[src/rtl/dmem_ctrl_if.sv]
// Data-memory bus bundle: req/gnt/rvalid handshake with byte enables.
// The controller side uses the master modport and the memory side uses the slave modport.
interface dmem_ctrl_if #(
    parameter int unsigned XLEN = 32
);
    logic            dmem_req;
    logic            dmem_we;
    logic [3:0]      dmem_be;
    logic [XLEN-1:0] dmem_adr;
    logic [XLEN-1:0] dmem_wdata;
    logic            dmem_gnt;
    logic            dmem_rvalid;
    logic [XLEN-1:0] dmem_rdata;

    modport master (
        output dmem_req, dmem_we, dmem_be, dmem_adr, dmem_wdata,
        input  dmem_gnt, dmem_rvalid, dmem_rdata
    );

    modport slave (
        input  dmem_req, dmem_we, dmem_be, dmem_adr, dmem_wdata,
        output dmem_gnt, dmem_rvalid, dmem_rdata
    );
endinterface

[src/rtl/dmem_ctrl.sv]
// Data-memory access controller: turns one exe load/store into a req/gnt/rvalid bus
// transaction, stalls exe until it completes, and returns lane-selected, extended load data.
module dmem_ctrl #(
    parameter int unsigned XLEN           = 32,
    parameter int unsigned TIMEOUT_CYCLES = 255
) (
    input  logic            clk,
    input  logic            reset,
    input  logic            adr_v_i,
    input  logic [XLEN-1:0] adr_i,
    input  logic            is_store_i,
    input  logic [XLEN-1:0] store_data_i,
    input  logic [2:0]      access_size_i,
    input  logic            unsign_extension_i,
    input  logic            flush_i,
    output logic            stall_o,
    output logic [XLEN-1:0] load_data_o,
    output logic            done_o,
    output logic            misalign_o,
    output logic            bus_err_o,
    dmem_ctrl_if.master     dmem
);

    typedef enum logic [1:0] {StIdle, StReq, StResp, StDone} state_t;

    localparam logic [15:0] TimeoutLast = 16'(TIMEOUT_CYCLES - 1);

    state_t          r_state, w_state_d;
    logic [XLEN-1:0] r_adr, r_wdata, r_ldata;
    logic            r_we, r_unsign, r_err, r_misalign;
    logic [1:0]      r_size;
    logic [3:0]      r_be;
    logic [15:0]     r_cnt;

    logic            w_aligned, w_req_v, w_accept, w_misalign, w_busy, w_timeout;
    logic [3:0]      w_be;
    logic [XLEN-1:0] w_wdata, w_ext;
    logic [7:0]      w_byte;
    logic [15:0]     w_half;

    // Size decode priority (byte, half, else word) is shared by alignment, BE and extraction.
    always_comb begin
        if (access_size_i[0]) begin
            w_aligned = 1'b1;
            w_be      = 4'b0001 << adr_i[1:0];
            w_wdata   = {4{store_data_i[7:0]}};
        end else if (access_size_i[1]) begin
            w_aligned = ~adr_i[0];
            w_be      = 4'b0011 << adr_i[1:0];
            w_wdata   = {2{store_data_i[15:0]}};
        end else begin
            w_aligned = (adr_i[1:0] == 2'b00);
            w_be      = 4'b1111;
            w_wdata   = store_data_i;
        end
    end

    assign w_req_v    = (r_state == StIdle) && adr_v_i && !flush_i;
    assign w_accept   = w_req_v && w_aligned;
    assign w_misalign = w_req_v && !w_aligned;
    assign w_busy     = (r_state == StReq) || (r_state == StResp);
    assign w_timeout  = w_busy && (r_cnt == TimeoutLast);

    always_comb begin
        w_byte = dmem.dmem_rdata[{r_adr[1:0], 3'b000} +: 8];
        w_half = dmem.dmem_rdata[{r_adr[1], 4'b0000} +: 16];
        if (r_size[0]) begin
            w_ext = {{(XLEN-8){~r_unsign & w_byte[7]}}, w_byte};
        end else if (r_size[1]) begin
            w_ext = {{(XLEN-16){~r_unsign & w_half[15]}}, w_half};
        end else begin
            w_ext = dmem.dmem_rdata;
        end
    end

    // A response in the last allowed cycle still completes normally; a late grant does not.
    always_comb begin
        w_state_d = r_state;
        unique case (r_state)
            StIdle:  if (w_accept) w_state_d = StReq;
            StReq: begin
                if (w_timeout)          w_state_d = StDone;
                else if (dmem.dmem_gnt) w_state_d = StResp;
            end
            StResp: begin
                if (dmem.dmem_rvalid || w_timeout) w_state_d = StDone;
            end
            StDone:  w_state_d = StIdle;
            default: w_state_d = StIdle;
        endcase
    end

    always_ff @(posedge clk) begin
        if (reset) begin
            r_state    <= StIdle;
            r_adr      <= '0;
            r_wdata    <= '0;
            r_ldata    <= '0;
            r_we       <= 1'b0;
            r_unsign   <= 1'b0;
            r_err      <= 1'b0;
            r_misalign <= 1'b0;
            r_size     <= '0;
            r_be       <= '0;
            r_cnt      <= '0;
        end else begin
            r_state    <= w_state_d;
            r_misalign <= w_misalign;
            if (w_accept) begin
                r_adr    <= adr_i;
                r_wdata  <= w_wdata;
                r_we     <= is_store_i;
                r_unsign <= unsign_extension_i;
                r_size   <= access_size_i[1:0];
                r_be     <= w_be;
                r_cnt    <= '0;
                r_err    <= 1'b0;
            end else if (w_busy) begin
                r_cnt <= r_cnt + 16'd1;
            end
            if ((r_state == StResp) && dmem.dmem_rvalid) begin
                r_ldata <= r_we ? '0 : w_ext;
                r_err   <= 1'b0;
            end else if (w_timeout) begin
                r_ldata <= '0;
                r_err   <= 1'b1;
            end
        end
    end

    assign stall_o     = w_accept || w_busy;
    assign done_o      = (r_state == StDone);
    assign bus_err_o   = (r_state == StDone) && r_err;
    assign load_data_o = (r_state == StDone) ? r_ldata : '0;
    assign misalign_o  = r_misalign;

    assign dmem.dmem_req   = (r_state == StReq);
    assign dmem.dmem_we    = r_we;
    assign dmem.dmem_be    = r_be;
    assign dmem.dmem_adr   = {r_adr[XLEN-1:2], 2'b00};
    assign dmem.dmem_wdata = r_wdata;

endmodule
[src/flat_wrapper.sv]
// flat-port wrapper written by rule: the top's interface ports become plain ports
module dmem_ctrl_flat 
#(
    parameter int unsigned XLEN           = 32,
    parameter int unsigned TIMEOUT_CYCLES = 255
)
  (clk, reset, adr_v_i, adr_i, is_store_i, store_data_i, access_size_i, unsign_extension_i, flush_i, stall_o, load_data_o, done_o, misalign_o, bus_err_o, dmem_dmem_req, dmem_dmem_we, dmem_dmem_be, dmem_dmem_adr, dmem_dmem_wdata, dmem_dmem_gnt, dmem_dmem_rvalid, dmem_dmem_rdata);
  dmem_ctrl_if #(.XLEN(XLEN)) dmem_i ();
  input  logic clk;
  input  logic reset;
  input  logic adr_v_i;
  input  logic [XLEN-1:0] adr_i;
  input  logic is_store_i;
  input  logic [XLEN-1:0] store_data_i;
  input  logic [2:0] access_size_i;
  input  logic unsign_extension_i;
  input  logic flush_i;
  output logic stall_o;
  output logic [XLEN-1:0] load_data_o;
  output logic done_o;
  output logic misalign_o;
  output logic bus_err_o;
  output wire logic [$bits(dmem_i.dmem_req)-1:0] dmem_dmem_req;
  output wire logic [$bits(dmem_i.dmem_we)-1:0] dmem_dmem_we;
  output wire logic [$bits(dmem_i.dmem_be)-1:0] dmem_dmem_be;
  output wire logic [$bits(dmem_i.dmem_adr)-1:0] dmem_dmem_adr;
  output wire logic [$bits(dmem_i.dmem_wdata)-1:0] dmem_dmem_wdata;
  input wire logic [$bits(dmem_i.dmem_gnt)-1:0] dmem_dmem_gnt;
  input wire logic [$bits(dmem_i.dmem_rvalid)-1:0] dmem_dmem_rvalid;
  input wire logic [$bits(dmem_i.dmem_rdata)-1:0] dmem_dmem_rdata;
  assign dmem_dmem_req = dmem_i.dmem_req;
  assign dmem_dmem_we = dmem_i.dmem_we;
  assign dmem_dmem_be = dmem_i.dmem_be;
  assign dmem_dmem_adr = dmem_i.dmem_adr;
  assign dmem_dmem_wdata = dmem_i.dmem_wdata;
  assign dmem_i.dmem_gnt = dmem_dmem_gnt;
  assign dmem_i.dmem_rvalid = dmem_dmem_rvalid;
  assign dmem_i.dmem_rdata = dmem_dmem_rdata;
  dmem_ctrl #(.XLEN(XLEN), .TIMEOUT_CYCLES(TIMEOUT_CYCLES)) u_core (.clk(clk), .reset(reset), .adr_v_i(adr_v_i), .adr_i(adr_i), .is_store_i(is_store_i), .store_data_i(store_data_i), .access_size_i(access_size_i), .unsign_extension_i(unsign_extension_i), .flush_i(flush_i), .stall_o(stall_o), .load_data_o(load_data_o), .done_o(done_o), .misalign_o(misalign_o), .bus_err_o(bus_err_o), .dmem(dmem_i));
endmodule
[config.mk]
export PLATFORM = sky130hd
export DESIGN_NAME = dmem_ctrl_flat
export DESIGN_NICKNAME = d
export VERILOG_FILES = /design/src/rtl/dmem_ctrl_if.sv /design/src/rtl/dmem_ctrl.sv /design/src/flat_wrapper.sv
export SDC_FILE = /design/constraint.sdc
export NUM_CORES = 1
export LEC_CHECK = 0
export CAP_MARGIN = 20
export CORE_MARGIN = 4
export CORE_UTILIZATION = 40
export CTS_BUF_LIST = sky130_fd_sc_hd__clkbuf_4 sky130_fd_sc_hd__clkbuf_8 sky130_fd_sc_hd__clkbuf_16
export DETAILED_ROUTE_END_ITERATION = 10
export PLACE_DENSITY_LB_ADDON = 0.1
export SLEW_MARGIN = 25
export SYNTH_ARGS = -nofsm -noshare
export SYNTH_HDL_FRONTEND = slang
export SYNTH_SLANG_ARGS = --single-unit
[constraint.sdc]
create_clock -name clk -period 2.14 [get_ports clk]
set_input_delay 0.428 -clock clk [delete_from_list [all_inputs] [get_ports clk]]
set_output_delay 0.428 -clock clk [all_outputs]
set_load 0.02 [all_outputs]
==> flow_summary.ini, run 1 <==
[cts]
clkLatencyLatePin_ps = 420
cts_buffers = 17
clock_sinks = 124
h-tree-depth = 4
clk_path_buf_depth = 2
cts-hold-fix-buffers = 0
cts.reportedPaths.clkPinSlew_ps = 50
cts-root-buf = clkbuf_16
tritoncts = yes

[synth]
yosys.area.top_type = dfxtp_1
ys_ff_latch = 124
avgSynthCellArea_um2 = 8.45
synth_ff_type = dfxtp_1
ys_warn_count = 0
yosys.cell_types.count = 52
synthTopCellsByArea = dfxtp_1 41%, nand2_1 9.1%, a21oi_1 6.1%
synth_top_area_share_pct = 40.8
netlist_area_um2 = 6080
synth_edf_count = 0
async_flop_share_pct = 0
synthCells = 719
seq_area_frac_synth_pct = 40.8

[status]
run_status = completed

[setup_path]
crit_slowest_cell = clkdlybuf4s50_1
path_delay_family = buffers and inverters
crit_path_end_kind = primary output
crit_fanout = 4
worstPathArrival_ps = 1690
r2r_setup_slack_ps = 90
cp_cell_sequence = clkdlybuf4s50_1 -> nor2b_1 -> o31ai_4 -> nand2b_1 -> buf_6
timing.critical_path.buf_inv = 2
worstReg2RegEnd = u_core.r_ldata[18]$_SDFFE_PP0P_
reg2reg_from = u_core.r_state[0]$_SDFFE_PP0P_
critical_path_class = input pin to primary output
cp.required_ps = 1710
setup.worst_path.start_class = input pin
cpPeakStageDelay_ps = 520
rr_worst_depth = 8

[pwr]
vdd_drop_max_uv = 599
seqPwrFrac_pct = 36.2
pwr-share-comb_pct = 25.6
clockPowerShare_pct = 38.2
p_per_area_nw_per_um2 = 815
p_int_mw = 5.21
p_sw_mw = 2.12
p_leak_nw = 3.35
switching_share_pct = 28.9

[grt]
grt_pass1_vias = 5979
grt-ovfl-total = 0
grt_antenna_before_repair = 0
grt_max_degree = 72
grt_use_total_pct = 21.3
grt_pass1_wl_mm = 30.0

[sta]
tightest_slew_ps = 714
period_needed_ps = 2120
finalCritPeriodShare_pct = 99.2
rsz0062_at_grt = true
fin_skew_ps = 5.07
finalHoldViolations = 0
max_clock_freq_mhz = 471
max_slew_margin_pct = 52.3
setup_ws_ps = 17.5
drv_slew = 0
final-setup-viol-count = 0

[detailed_routing]
initialDrtViolationCount = 340
postRouteAntennaNets = 0
routed_wl_mm = 18.6
route.detailed.drc = 0
routed-via-count = 5746
wire_per_inst_um = 16.8
routed_via_density = 5.20
first_pass_iters = 5

[final_layout]
layout_commonest_cell = clkdlybuf4s50_1
syn_to_final_growth_pct = 47.9
fin_area_um2 = 8990
final_cell_mix = 170 x clkdlybuf4s50_1, 148 x nand2_1, 122 x dfxtp_1
fillers = 1286
antenna_cells = 0
finalNetCount = 1027
fin_util_pct = 61.2
final_cells = 1105
final_layout_size_suffix_gt1_share_pct = 15.7

[placement]
preCtsSetupSlack_ps = -544
gp_congestion = 0.855
dpl_cell_area_um2 = 8340
numPortBuffers = 209
hpwl_mm = 13.5
place_inst = 1073

[die]
io_pins = 213
rows = 44
core_area_um2 = 14700
dieArea_um2 = 17200
die_w_um = 131
initial_utilization_pct = 41.3
die_h_um = 131

[min_path]
min_to = u_core.dmem.dmem_wdata[25]$_SDFFE_PP0P_
hold_start = reset
hp-class = input pin to flip-flop
min_path_cells = 2

[flow_run]
cap_violations = 0
## kinds of logic after synthesis
logic type      count (synthesis)  synth area share [%]
compound gates                170                  18.7
xor+xnor                       13                  1.87
fa+ha+maj                      11                  2.26
buf+inv                        94                  8.28
flops                         124                  40.8
mux                            40                  8.38
other cells                     1                0.0617
simple gates                  266                  19.6
## worst reg2reg max path, stage by stage (launching register included)
cell	delay, ps
dfxtp_2	370
inv_2	80
ha_4	280
nand4_4	80
or2_1	250
or3_4	370
and3b_1	210
buf_12	160
o2bb2ai_1	130
## Yosys cell counts, types with 2 or more instances
cell type  instances
nand2_1          148
dfxtp_1          124
a21oi_1           74
nor2_1            46
clkbuf_1          36
buf_4             35
and2_1            33
mux2i_1           25
o21ai_0           20
a211oi_1          13
inv_1             12
ha_1              11
a22oi_1           10
o2bb2ai_2         10
a31oi_1            9
xor2_1             9
a311oi_1           8
mux4_2             8
o211ai_1           8
mux2_2             7
nand4_1            6
o2bb2ai_1          6
nand2b_1           5
nand3_1            5
or3_1              5
buf_1              4
xnor2_1            4
buf_2              3
nor3_1             3
a21o_1             2
and3b_1            2
buf_6              2
clkinv_1           2
nand3b_1           2
nor2b_1            2
nor4_1             2
o221ai_1           2
o22ai_1            2
## per-stage QoR
stage	TNS, ps	power [mW]	hold slack [ps]
after floorplan	-1.14	3.73	424
after global placement	-28030	4.48	440
after detailed placement	-31220	4.53	439
after CTS	-157	7.33	382
after global routing	-67.7	7.68	405
final	0	7.33	407
## power groups by stage
stage / Combinational, mW / Sequential [mW] / Clock [mW]
final: 1.88 / 2.65 / 2.80
after global routing: 2.04 / 2.68 / 2.96
after CTS: 1.83 / 2.65 / 2.84
after detailed placement: 1.83 / 2.70 / 0
after global placement: 1.79 / 2.69 / 0
after floorplan: 0.959 / 2.77 / 0
## layout make-up
| class | count | area [um^2] | area share (%) |
|---|---|---|---|
| multi-input cells | 502 | 3170 | 35.2 |
| repair buffers | 250 | 2490 | 27.7 |
| flip-flops and latches | 124 | 2480 | 27.6 |
| clock buffers | 22 | 475 | 5.29 |
| well taps | 184 | 230 | 2.56 |
| clock inverters | 9 | 95.1 | 1.06 |
| inverters | 14 | 52.6 | 0.585 |
## per-layer routing
layer | track usage [%] | vias to the layer above | wire length [um]
li1 | - | 2834 | -
met5 | 0 | - | 0
met3 | 7.26 | 31 | 1210
met4 | 8.23 | 0 | 404
met2 | 36.7 | 190 | 9230
met1 | 24.4 | 2691 | 7770
## sequential cells by signal (all words and copies together) (netlist names)
signal,cells
u_core.misalign_o,1
u_core.r_adr,32
u_core.dmem.dmem_be,4
u_core.r_unsign,1
u_core.r_cnt,16
u_core.r_state,2
u_core.r_ldata,32
u_core.dmem.dmem_wdata,32
u_core.r_err,1
u_core.r_size,2
u_core.dmem.dmem_we,1
## how the worst max path moves through the flow
stage | from | endpoint | slack [ps] | cells after the start
2_1_floorplan | u_core.r_state[0]$_SDFFE_PP0P_ | u_core.r_ldata[31]$_SDFFE_PP0P_ | -1 | 10
3_3_place_gp | adr_i[0] | stall_o | -530 | 7
3_5_place_dp | adr_i[0] | u_core.dmem.dmem_wdata[30]$_SDFFE_PP0P_ | -540 | 9
4_1_cts | adr_i[0] | stall_o | -160 | 7
5_1_grt | access_size_i[1] | stall_o | -60 | 5
6_report | access_size_i[1] | stall_o | 20 | 5
## timing repair
action | in CTS | in global routing
gates cloned | 0 | 1
gates resized for setup | 101 | 20
setup buffers | 0 | 0
pin swaps | 0 | 1
endpoints found under the setup margin | 74 | 103
No activity file was read; power rests on OpenSTA's default activity.
==> run 2, diff against run 1 <==
- CAP_MARGIN: 20 -> 10
- RECOVER_POWER: not set -> 100
==> run 2 against run 1 <==
  * Die area is the same
  * Core utilization shrank 0.085 points
  * Via count unchanged
  * Register-to-register slack worse by 50 ps
  * Highest routed layer unchanged
  * Final area fell by 0.14%
  * Total power decreased by 0.13%
  * Largest cell class unchanged
  * Non-clock buffer count unchanged
  * Critical path depth did not move
  * Global-route usage unchanged
  * Sequential power is essentially flat
==> flow_summary.ini, run 2 (same netlist as run 1, synthesis figures left out) <==
[status]
run_status = completed

[final_layout]
antenna_cells = 0
syn_to_final_growth_pct = 47.7
final_layout_size_suffix_gt1_share_pct = 15.6
fillers = 1288
layout_commonest_cell = clkdlybuf4s50_1
fin_util_pct = 61.1
final_cell_mix = 170 x clkdlybuf4s50_1, 148 x nand2_1, 122 x dfxtp_1
finalNetCount = 1027

[detailed_routing]
wire_per_inst_um = 16.8
route.detailed.drc = 0
routed-via-count = 5746
initialDrtViolationCount = 325
route.met2.wl_mm = 9.20
dr.max_layer_used = met4
first_pass_iters = 5
wl_met3_mm = 1.19
wl_met1_mm = 7.82
routed_via_density = 5.20
routed_wl_mm = 18.6
postRouteAntennaNets = 0

[sta]
final-setup-viol-count = 0
period_needed_ps = 2120
max_slew_margin_pct = 52.6
tightest_slew_ps = 711
setup_tns_ps = 0
drv_slew = 0
finalHoldViolations = 0
rsz0062_at_grt = true
max_clock_freq_mhz = 471
finalCritPeriodShare_pct = 99.1
fin_skew_ps = 5.98

[setup_path]
crit_slowest_cell = clkdlybuf4s50_1
path_delay_family = buffers and inverters
setup.worst_path.start_class = input pin
cp_cell_sequence = clkdlybuf4s50_1 -> nor2b_1 -> o31ai_4 -> nand2b_1 -> buf_6
worstPathArrival_ps = 1690
critical_path_class = input pin to primary output
crit_path_end_kind = primary output
cp.required_ps = 1710
timing.critical_path.buf_inv = 2
crit_fanout = 4
cpPeakStageDelay_ps = 520

[cts]
cts-root-buf = clkbuf_16
cts_setup_buffers = 0
clkLatencyLatePin_ps = 420
tritoncts = yes
cts_buffers = 17
h-tree-depth = 4
cts.reportedPaths.clkPinSlew_ps = 50
clk_path_buf_depth = 2
clock_sinks = 124
cts-hold-fix-buffers = 0

[flow_run]
cap_violations = 0

[pwr]
pwr-share-comb_pct = 25.5
p_leak_nw = 3.35
clockPowerShare_pct = 38.2
switching_share_pct = 28.9
p_per_area_nw_per_um2 = 815
power_mw = 7.32
seqPwrFrac_pct = 36.3
p_int_mw = 5.20
p_sw_mw = 2.12
vdd_drop_max_uv = 595

[placement]
numPortBuffers = 209
gp_congestion = 0.855
hpwl_mm = 13.5

[die]
io_pins = 213
initial_utilization_pct = 41.3
die_h_um = 131
rows = 44
dieArea_um2 = 17200
die_w_um = 131
core_area_um2 = 14700

[grt]
grt_pass1_wl_mm = 30.0
grt_antenna_before_repair = 0
grt_use_total_pct = 21.3
grt-ovfl-total = 0
grt_max_degree = 72
grt_pass1_vias = 5979

[min_path]
hp-class = input pin to flip-flop
[run 2: repair_timing]
item | 4_1_cts | 5_1_grt
setup endpoints to repair | 74 | 103
gates resized for setup | 101 | 20
gates cloned | 0 | 1
pin swaps | 0 | 1
[run 2: stage by stage]
stage                     cell area [um^2]  setup slack (ps)  hold slack [ps]  instances
final                                 8980              19.0              407       1105
after global routing                  8980             -70.8              405       1105
after CTS                             8940              -157              382       1104
after detailed placement              8340              -544              439       1073
after global placement                8340              -531              440       1073
after floorplan                       6090             -1.14              424        720
[run 2: final timing paths]
check	start	end	slack, ps	cells after the start
worst min-delay path	reset	u_core.dmem.dmem_wdata[25]$_SDFFE_PP0P_	410	2
worst max register to register	u_core.r_state[0]$_SDFFE_PP0P_	u_core.r_ldata[18]$_SDFFE_PP0P_	40	8
worst max-delay path	access_size_i[1]	stall_o	20	5
worst min register to register	u_core.r_adr[8]$_SDFFE_PP0P_	u_core.r_adr[8]$_SDFFE_PP0P_	450	2
[run 2: power by group through the flow]
stage          logic (mW)  clock network (mW)  registers, mW
2_1_floorplan       0.959                   0           2.77
3_3_place_gp         1.79                   0           2.69
3_5_place_dp         1.83                   0           2.70
4_1_cts              1.83                2.84           2.65
5_1_grt              2.03                2.96           2.68
6_report             1.87                2.80           2.65
[run 2: cell type report]
type                            count  area [um^2]  area share [%]
Clock inverter                      9         95.1            1.06
Clock buffer                       22          475            5.30
Tap cell                          184          230            2.56
Multi-Input combinational cell    502         3170            35.3
Inverter                           14         52.6           0.585
Timing Repair Buffer              250         2470            27.6
Sequential cell                   124         2480            27.7
[run 2: metal layers]
metal  vias to the layer above  GRT usage (%)
li1                       2834              -
met1                      2687           24.4
met2                       192           36.7
met3                        33           7.26
met4                         0           8.23
met5                         -              0
[run 2: worst register-to-register path, cell delays in order, from the launching register on]
cell	delay [ps]
dfxtp_2	360
inv_1	130
ha_4	300
nand4_4	80
or2_1	250
or3_4	370
and3b_1	210
buf_12	160
o2bb2ai_1	130
